File: src/rtl/xor_cipher_pkg.sv
// Shared definitions for the streaming XOR cipher.
// The FSM state encoding and the keystream mode constants live here so that
// the top-level controller and the keystream generator agree on them.

package xor_cipher_pkg;

    // Controller states:
    //   ST_IDLE      - no usable key is held
    //   ST_LOAD_KEY  - key bits are being shifted in serially
    //   ST_KEY_READY - a full key is held, waiting for a message frame
    //   ST_STREAM    - a message frame is in progress
    typedef enum logic [1:0] {
        ST_IDLE      = 2'd0,
        ST_LOAD_KEY  = 2'd1,
        ST_KEY_READY = 2'd2,
        ST_STREAM    = 2'd3
    } cipher_state_e;

    // Keystream modes, sampled on the first bit of every frame.
    localparam logic MODE_REPEAT = 1'b0;
    localparam logic MODE_LFSR   = 1'b1;

endpackage : xor_cipher_pkg

File: src/rtl/xor_keystream_gen.sv
// Keystream generator for the streaming XOR cipher.
// Holds the working register W and the per-frame mode. On the first bit of a
// frame W is seeded from the stored key; on every further consumed bit W
// advances either by rotation (repeating key) or by a Galois LFSR step.
// The keystream bit is always the MSB of the word in use for that bit.

module xor_keystream_gen
    import xor_cipher_pkg::*;
#(
    parameter int                  KEY_BITS  = 32,
    parameter logic [KEY_BITS-1:0] LFSR_TAPS = KEY_BITS'(32'h0400_0007)
) (
    input  logic                clk_i,
    input  logic                rst_i,
    input  logic                en_i,
    input  logic                load_i,
    input  logic                advance_i,
    input  logic                mode_i,
    input  logic [KEY_BITS-1:0] key_i,
    output logic                ks_bit_o
);

    logic [KEY_BITS-1:0] w_q;
    logic [KEY_BITS-1:0] w_d;
    logic                mode_q;
    logic                mode_d;

    // One keystream step: rotate left in repeating mode, or shift left and
    // fold in the tap mask whenever a 1 falls out of the MSB in LFSR mode.
    // An all-zero word stays all-zero in LFSR mode, which simply gives a
    // zero keystream (plaintext passes through unchanged).
    function automatic logic [KEY_BITS-1:0] nextWord(
        input logic [KEY_BITS-1:0] w,
        input logic                m
    );
        logic [KEY_BITS-1:0] result;
        if (m == MODE_LFSR) begin
            result = {w[KEY_BITS-2:0], 1'b0} ^ (w[KEY_BITS-1] ? LFSR_TAPS : '0);
        end else begin
            result = {w[KEY_BITS-2:0], w[KEY_BITS-1]};
        end
        return result;
    endfunction

    // Next-state for W and the latched mode. A load uses the key word for the
    // current bit, so W is left holding the word for the following bit.
    always_comb begin
        w_d    = w_q;
        mode_d = mode_q;
        if (en_i) begin
            if (load_i) begin
                w_d    = nextWord(key_i, mode_i);
                mode_d = mode_i;
            end else if (advance_i) begin
                w_d = nextWord(w_q, mode_q);
            end
        end
    end

    // Working register and mode register, cleared by the asynchronous reset.
    always_ff @(posedge clk_i or posedge rst_i) begin
        if (rst_i) begin
            w_q    <= '0;
            mode_q <= MODE_REPEAT;
        end else begin
            w_q    <= w_d;
            mode_q <= mode_d;
        end
    end

    // On the seeding cycle W has not been loaded yet, so take the key MSB
    // directly; otherwise the MSB of the working register.
    assign ks_bit_o = load_i ? key_i[KEY_BITS-1] : w_q[KEY_BITS-1];

endmodule : xor_keystream_gen

File: src/rtl/xor_stream_cipher.sv
// Streaming XOR cipher top level.
// A key is shifted in serially (first bit becomes the MSB), then message bits
// are encrypted one per cycle with a registered, one-cycle-latency output.
// The stored key survives across frames, so back-to-back messages reuse it
// and each frame restarts the keystream from the key.

module xor_stream_cipher
    import xor_cipher_pkg::*;
#(
    parameter int                  KEY_BITS  = 32,
    parameter int                  MSG_BITS  = 512,
    parameter logic [KEY_BITS-1:0] LFSR_TAPS = KEY_BITS'(32'h0400_0007)
) (
    input  logic iClk,
    input  logic iRst,
    input  logic iEn,
    input  logic iSerial_in,
    input  logic iLoad_key,
    input  logic iLoad_msg,
    input  logic iMode,
    output logic oSerial_out,
    output logic oSerial_valid,
    output logic oSerial_start,
    output logic oSerial_end,
    output logic oKey_ready,
    output logic oBusy
);

    localparam int KCW = $clog2(KEY_BITS + 1);
    localparam int MCW = $clog2(MSG_BITS + 1);

    localparam logic [KCW-1:0] KEY_CNT_LAST = KCW'(KEY_BITS - 1);
    localparam logic [MCW-1:0] MSG_CNT_LAST = MCW'(MSG_BITS - 1);
    localparam logic           SINGLE_BIT   = (MSG_BITS == 1);

    cipher_state_e       state_q;
    cipher_state_e       state_d;
    logic [KEY_BITS-1:0] key_q;
    logic [KEY_BITS-1:0] key_d;
    logic [KCW-1:0]      keyCnt_q;
    logic [KCW-1:0]      keyCnt_d;
    logic [MCW-1:0]      msgCnt_q;
    logic [MCW-1:0]      msgCnt_d;
    logic                keyReady_q;
    logic                keyReady_d;
    logic                out_q;
    logic                out_d;
    logic                valid_q;
    logic                valid_d;
    logic                start_q;
    logic                start_d;
    logic                end_q;
    logic                end_d;

    logic                ksLoad;
    logic                ksAdvance;
    logic                ksBit;

    xor_keystream_gen #(
        .KEY_BITS  (KEY_BITS),
        .LFSR_TAPS (LFSR_TAPS)
    ) u_keystream (
        .clk_i     (iClk),
        .rst_i     (iRst),
        .en_i      (iEn),
        .load_i    (ksLoad),
        .advance_i (ksAdvance),
        .mode_i    (iMode),
        .key_i     (key_q),
        .ks_bit_o  (ksBit)
    );

    // Controller next-state logic. With iEn low every register holds its
    // value; otherwise the per-bit output flags default to 0 and are raised
    // only on cycles that actually consume a message bit.
    always_comb begin
        state_d    = state_q;
        key_d      = key_q;
        keyCnt_d   = keyCnt_q;
        msgCnt_d   = msgCnt_q;
        keyReady_d = keyReady_q;
        out_d      = out_q;
        valid_d    = valid_q;
        start_d    = start_q;
        end_d      = end_q;
        ksLoad     = 1'b0;
        ksAdvance  = 1'b0;

        if (iEn) begin
            valid_d = 1'b0;
            start_d = 1'b0;
            end_d   = 1'b0;

            case (state_q)
                ST_IDLE, ST_KEY_READY: begin
                    if (iLoad_key) begin
                        // Key load takes priority; the entry cycle already
                        // captures the first key bit.
                        state_d    = ST_LOAD_KEY;
                        key_d      = KEY_BITS'(iSerial_in);
                        keyCnt_d   = KCW'(1);
                        keyReady_d = 1'b0;
                    end else if (iLoad_msg && (state_q == ST_KEY_READY)) begin
                        // First bit of a frame: seed the keystream from the
                        // stored key and encrypt this bit in the same cycle.
                        ksLoad   = 1'b1;
                        out_d    = iSerial_in ^ ksBit;
                        valid_d  = 1'b1;
                        start_d  = 1'b1;
                        if (SINGLE_BIT) begin
                            end_d    = 1'b1;
                            msgCnt_d = '0;
                            state_d  = ST_KEY_READY;
                        end else begin
                            msgCnt_d = MCW'(1);
                            state_d  = ST_STREAM;
                        end
                    end
                end

                ST_LOAD_KEY: begin
                    if (iLoad_key) begin
                        key_d    = {key_q[KEY_BITS-2:0], iSerial_in};
                        keyCnt_d = keyCnt_q + KCW'(1);
                        if (keyCnt_q == KEY_CNT_LAST) begin
                            keyReady_d = 1'b1;
                            state_d    = ST_KEY_READY;
                        end
                    end else begin
                        // Early drop of the qualifier: the partial key is
                        // unusable, so throw it away.
                        key_d      = '0;
                        keyCnt_d   = '0;
                        keyReady_d = 1'b0;
                        state_d    = ST_IDLE;
                    end
                end

                ST_STREAM: begin
                    if (iLoad_msg) begin
                        ksAdvance = 1'b1;
                        out_d     = iSerial_in ^ ksBit;
                        valid_d   = 1'b1;
                        if (msgCnt_q == MSG_CNT_LAST) begin
                            end_d    = 1'b1;
                            msgCnt_d = '0;
                            state_d  = ST_KEY_READY;
                        end else begin
                            msgCnt_d = msgCnt_q + MCW'(1);
                        end
                    end
                end

                default: begin
                    state_d = ST_IDLE;
                end
            endcase
        end
    end

    // Controller state, key, counters and output registers; the asynchronous
    // reset aborts any frame in progress and discards the key.
    always_ff @(posedge iClk or posedge iRst) begin
        if (iRst) begin
            state_q    <= ST_IDLE;
            key_q      <= '0;
            keyCnt_q   <= '0;
            msgCnt_q   <= '0;
            keyReady_q <= 1'b0;
            out_q      <= 1'b0;
            valid_q    <= 1'b0;
            start_q    <= 1'b0;
            end_q      <= 1'b0;
        end else begin
            state_q    <= state_d;
            key_q      <= key_d;
            keyCnt_q   <= keyCnt_d;
            msgCnt_q   <= msgCnt_d;
            keyReady_q <= keyReady_d;
            out_q      <= out_d;
            valid_q    <= valid_d;
            start_q    <= start_d;
            end_q      <= end_d;
        end
    end

    // The frozen flags are masked while iEn is low so a bit is only ever
    // presented as valid during an enabled cycle.
    assign oSerial_out   = out_q;
    assign oSerial_valid = valid_q & iEn;
    assign oSerial_start = start_q & iEn;
    assign oSerial_end   = end_q & iEn;
    assign oKey_ready    = keyReady_q;
    assign oBusy         = (state_q == ST_STREAM);

endmodule : xor_stream_cipher

File: config.mk
export PLATFORM = sky130hd
export DESIGN_NAME = xor_stream_cipher
export DESIGN_NICKNAME = d
export VERILOG_FILES = /design/src/rtl/xor_cipher_pkg.sv /design/src/rtl/xor_keystream_gen.sv /design/src/rtl/xor_stream_cipher.sv
export SDC_FILE = /design/constraint.sdc
export NUM_CORES = 1
export LEC_CHECK = 0
export BUFFER_PORTS_ARGS = -buffer_cell sky130_fd_sc_hd__buf_2
export CORE_MARGIN = 5
export CORE_UTILIZATION = 50
export CTS_CLUSTER_DIAMETER = 150
export DETAILED_ROUTE_END_ITERATION = 8
export PLACE_DENSITY = 0.66
export SYNTH_ARGS = -nofsm -noshare
export SYNTH_HDL_FRONTEND = slang
export SYNTH_SLANG_ARGS = --single-unit
export TNS_END_PERCENT = 10
File: constraint.sdc
create_clock -name iClk -period 4.1 [get_ports iClk]
set_clock_uncertainty 0.05 [all_clocks]
set_input_delay 0.615 -clock iClk [delete_from_list [all_inputs] [get_ports iClk]]
set_output_delay 0.615 -clock iClk [all_outputs]
set_load 0.1 [all_outputs]
Word level (Yosys, flattened, before mapping)

Cells that the tools add are included.

Register bits: 88
Input port bits: 7
Word-level logic and storage cells: 87

$add $sub $neg: 2
Eq/ne operators: 12
Muxes and demuxes: 44
Bitwise gates (word level): 6
Reductions and logical operators: 12

Operators by type and width:

| kind                                                 | number |
|---|---|
| two-way mux 32 bit                                   | 6 |
| one-hot mux 32 bit (2 select lines)                  | 1 |
| XOR 32 bit                                           | 2 |
| two-way mux 27 bit                                   | 2 |
| two-way mux 10 bit                                   | 4 |
| one-hot mux 10 bit (2 select lines)                  | 1 |
| two-way mux 1 bit                                    | 17 |
| two-way mux 2 bit                                    | 6 |
| two-way mux 6 bit                                    | 2 |
| one-hot mux 6 bit (2 select lines)                   | 1 |
| adder 10 x 1 -> 10 bit, second input constant        | 1 |
| equality test 10 x 9 -> 1 bit, second input constant | 1 |
| AND reduction 5 bit                                  | 2 |
| != test 2 bit, second input constant                 | 4 |
| adder 6 x 1 -> 6 bit, second input constant          | 1 |
| equality test 6 x 5 -> 1 bit, second input constant  | 1 |
| != test 3 bit, second input constant                 | 2 |
| one-hot mux 1 bit (2 select lines)                   | 3 |
| one-hot mux 2 bit (3 select lines)                   | 1 |
| nonzero test 2 bit                                   | 3 |
| equality test 2 bit, second input constant           | 2 |
| AND reduction 2 bit                                  | 2 |
| AND reduction 4 bit                                  | 1 |
| bitwise AND 1 bit                                    | 3 |
| other kinds (7)                                      | 7 |

Depth between registers and ports, before layout

Depth in word-level cells: 11
Depth in mapped cells: 8
Mapped depth without buffers: 5

Cells and area by module

Synthesis repeated with hierarchy kept, for this count alone.

Cell total of the unflattened synthesis: 426
Area, all modules: 4122.7 µm²

Modules (own cells, without submodules):

| module            | times used | cells each | area each (µm²) | sequential area each (µm²) |
|---|---|---|---|---|
| xor_stream_cipher | 1          | 278        | 2528.7          | 1376.3 |
| xor_keystream_gen | 1          | 148        | 1594.0          | 825.8 |

Worst setup path after synthesis

OpenSTA, ideal clock, no wires.

Path type: input port to output port
From: input port iEn
To: output port oSerial_start
Data arrival time: 1.618 ns
Path slack: 1.817 ns
Stages on the path: 2
Cell sequence: clkbuf_1 > and2_1

Longest elaborated chain between the ends: 1

Ends and longest elaborated chain:

| element           | line                     | RTL |
|---|---|---|
| start, declared   | xor_stream_cipher.sv:16  | `input logic iEn,` |
| bitwise AND 1 bit | xor_stream_cipher.sv:191 | `assign oSerial_start = start_q & iEn;` |
| end, declared     | xor_stream_cipher.sv:23  | `output logic oSerial_start,` |

Every way passes these cells.

Worst setup path after layout

From: register state_q[1]
To: output port oBusy

Longest elaborated chain between the ends: 1

Ends and longest elaborated chain:

| element                | line                     | RTL |
|---|---|---|
| start, declared        | xor_stream_cipher.sv:36  | `cipher_state_e state_q;` |
| start signal, assigned | xor_stream_cipher.sv:175 | `state_q <= state_d;` |
| equality test 2 bit    | xor_stream_cipher.sv:194 | `assign oBusy = (state_q == ST_STREAM);` |
| end, declared          | xor_stream_cipher.sv:26  | `output logic oBusy` |

Every way passes these cells.

==> reports/metrics.cfg <==
[status]
status = completed

[synth]
synth.top_cells.by_area = dfrtp_1 (54%), nand2_1 (10%), mux2i_1 (8.2%), nand3_1 (5.1%), o21ai_0 (5.1%)
synth_async_sr_flop_share = 1.00
ys_types = 39
synth_area_leader_cell = dfrtp_1
ys.flop_type = dfrtp_1
synth_edf_count = 0
ys_seq_area_frac = 0.545
synth_compound_area_frac = 0.0783
syn_avg_cell_area_um2 = 9.55
syn_area_mm2 = 0.00404
synth.most_common_cell = nand2_1
synth_top_family_by_area = simple AND/OR/NAND/NOR gates
synth_xor_area_frac = 0.0325
synth_fp_nets = 432
synthesis.instances = 423
netlist.area_leader.share = 0.545
synth-seq-cells = 88
yosys-top-cells-count = nand2_1 (110), dfrtp_1 (88), nand3_1 (41), o21ai_0 (41), mux2i_1 (33)
synthSimpleGateAreaFrac = 0.215
synthMuxAreaShare = 0.0873
synth_adder_area_share = 0.00619
ys_warn_count = 0

[floorplan]
start_util = 0.518
core_mm2 = 0.00781
rows = 32
dieArea_mm2 = 0.00998
die_w_um = 99.9
die_h_um = 99.9
io_pins = 13

[detailed_routing]
routed_via_density = 5.42
drtIter0Drc = 169
vias = 2894
routed_wl_mm = 7.68
drcViolationCount = 0
firstDrtPassIters = 4
routedWlPerCell_um = 14.4
ant_nets = 0

[critical_path]
crit_fanout = 10
crit_path_start_kind = flip-flop
cp_data_arrival_time_ns = 1.80
required_ns = 3.43
rr_worst_depth = 4
end_kind = output pin
worstSetupPathType = flip-flop to output pin

[pwr]
p_leak_nw = 2.17
vdd_drop_max_uv = 196
powerDensity_mw_per_mm2 = 364

[global_route]
first_global_vias = 2791
antenna_found_initial = 0
grt_use_met2 = 0.256
grt_max_degree = 47
met3_usage = 0.0264
globalRouteOverflowTotal = 0
met1_usage = 0.241
grt.busiest_layer = met2
track_usage = 0.167
grt_pass1_wl_mm = 13.5

[place]
dp.cells = 518
placed_cell_area_mm2 = 0.00418
place_congestion = 0.779
io_buffers = 12
dpl.hpwl_mm = 4.96

[timing]
holdWs_ns = 0.112
setup_viol = 0
max_freq_mhz = 406
relSlewSlack = 0.550
rsz0062_at_grt = false
fin_tns_setup_ns = 0
final_hold_viol_count = 0
slew_violations = 0
fin_crit_ns = 2.46
fin_crit_sh = 0.601
tightest_slew_ns = 0.668

[cells_and_area]
layout-drive-gt1-share = 0.0972
diodes = 0
fin_cells = 534
nFillCells = 703
syn2layout_area_growth_pct = 8.61
final_net_count = 436
postLayoutCellArea_mm2 = 0.00439

[clocking]
cts_buffer_depth = 2
path_clk_slew_ns = 0.09
cts_resized = 0
insertion_delay_ns = 0.34
cts-htree-levels = 3
cts_buffers = 9
cts_sinks = 88
postCtsSetupRepairBufs = 0
cts_tree = yes
clock-root-buffer = clkbuf_8
hold_buffers = 0

[run]
cap_viol_max_count = 0

[worst_hold_path]
hp-class = input port to asynchronous set/reset pin

## cells by family after synthesis
logic type / after synthesis
xor+xnor: 15
buf+inv: 33
mux: 35
simple gates: 192
fa+ha+maj: 2
compound gates: 58
flops: 88
## cell type report
type / instances / area (µm²) / area share
Clock inverter: 4 / 52.6 / 0.0120
Timing Repair Buffer: 20 / 120 / 0.0274
Inverter: 6 / 23.8 / 0.00542
Clock buffer: 12 / 155 / 0.0353
Tap cell: 102 / 128 / 0.0291
Sequential cell: 88 / 2200 / 0.502
Multi-Input combinational cell: 302 / 1710 / 0.389
## sequential cells by signal (all words and copies together), names as in the netlist
name and flops:
key_q 32, u_keystream.w_q 32, msgCnt_q 10, keyCnt_q 6, state_q 2, end_q 1
oKey_ready 1, oSerial_out 1, start_q 1, u_keystream.mode_q 1, valid_q 1
## cell usage in the layout (no fill, tap or decap), types with 3 or more instances in the layout
cell	n
nand2_1	109
dfrtp_1	88
o21ai_0	41
nand3_1	41
mux2i_1	33
xnor2_1	13
buf_2	12
clkbuf_8	11
nor2_1	8
buf_4	8
a21oi_1	7
and2_1	5
inv_1	5
nor3_1	4
and3_1	3
nand4_1	3
nor4_1	3
## worst paths after layout
kind	start	to	slack (ns)
worst max-delay path	state_q[1]	oBusy	1.64
worst min-delay path	iRst	keyCnt_q[0]	0.11
worst max register to register	state_q[1]	msgCnt_q[9]	2.07
worst min register to register	oSerial_out	oSerial_out	0.43
max in group asynchronous	iRst	u_keystream.w_q[1]	3.05
min in group iClk	oSerial_out	oSerial_out	0.43
## stage by stage
stage | total power, W | setup slack, ns | utilization
5_1_grt | 0.00167 | 1.57 | 0.562
3_5_place_dp | 0.000999 | 1.75 | 0.536
3_3_place_gp | 0.000997 | 1.82 | 0.536
4_1_cts | 0.00162 | 1.64 | 0.562
6_report | 0.00160 | 1.64 | 0.562
2_1_floorplan | 0.000969 | 1.16 | -
## layer usage
layer | up-vias | wire (µm)
li1 | 1440 | -
met1 | 1413 | 3830
met2 | 35 | 3580
met3 | 6 | 203
met4 | 0 | 72
met5 | - | 0
## report_power, final
| group | switching (W) | internal, W |
|---|---|---|
| logic | 0.0000650 | 0.0000243 |
| registers | 0.0000135 | 0.000878 |
| clock network | 0.000301 | 0.000317 |
| total | 0.000380 | 0.00122 |
## critical path: stages, from the launching register on
cell and delay, ns:
dfrtp_1 0.55, and2_1 0.40, buf_2 0.50
(Power assumes the default switching activity.)
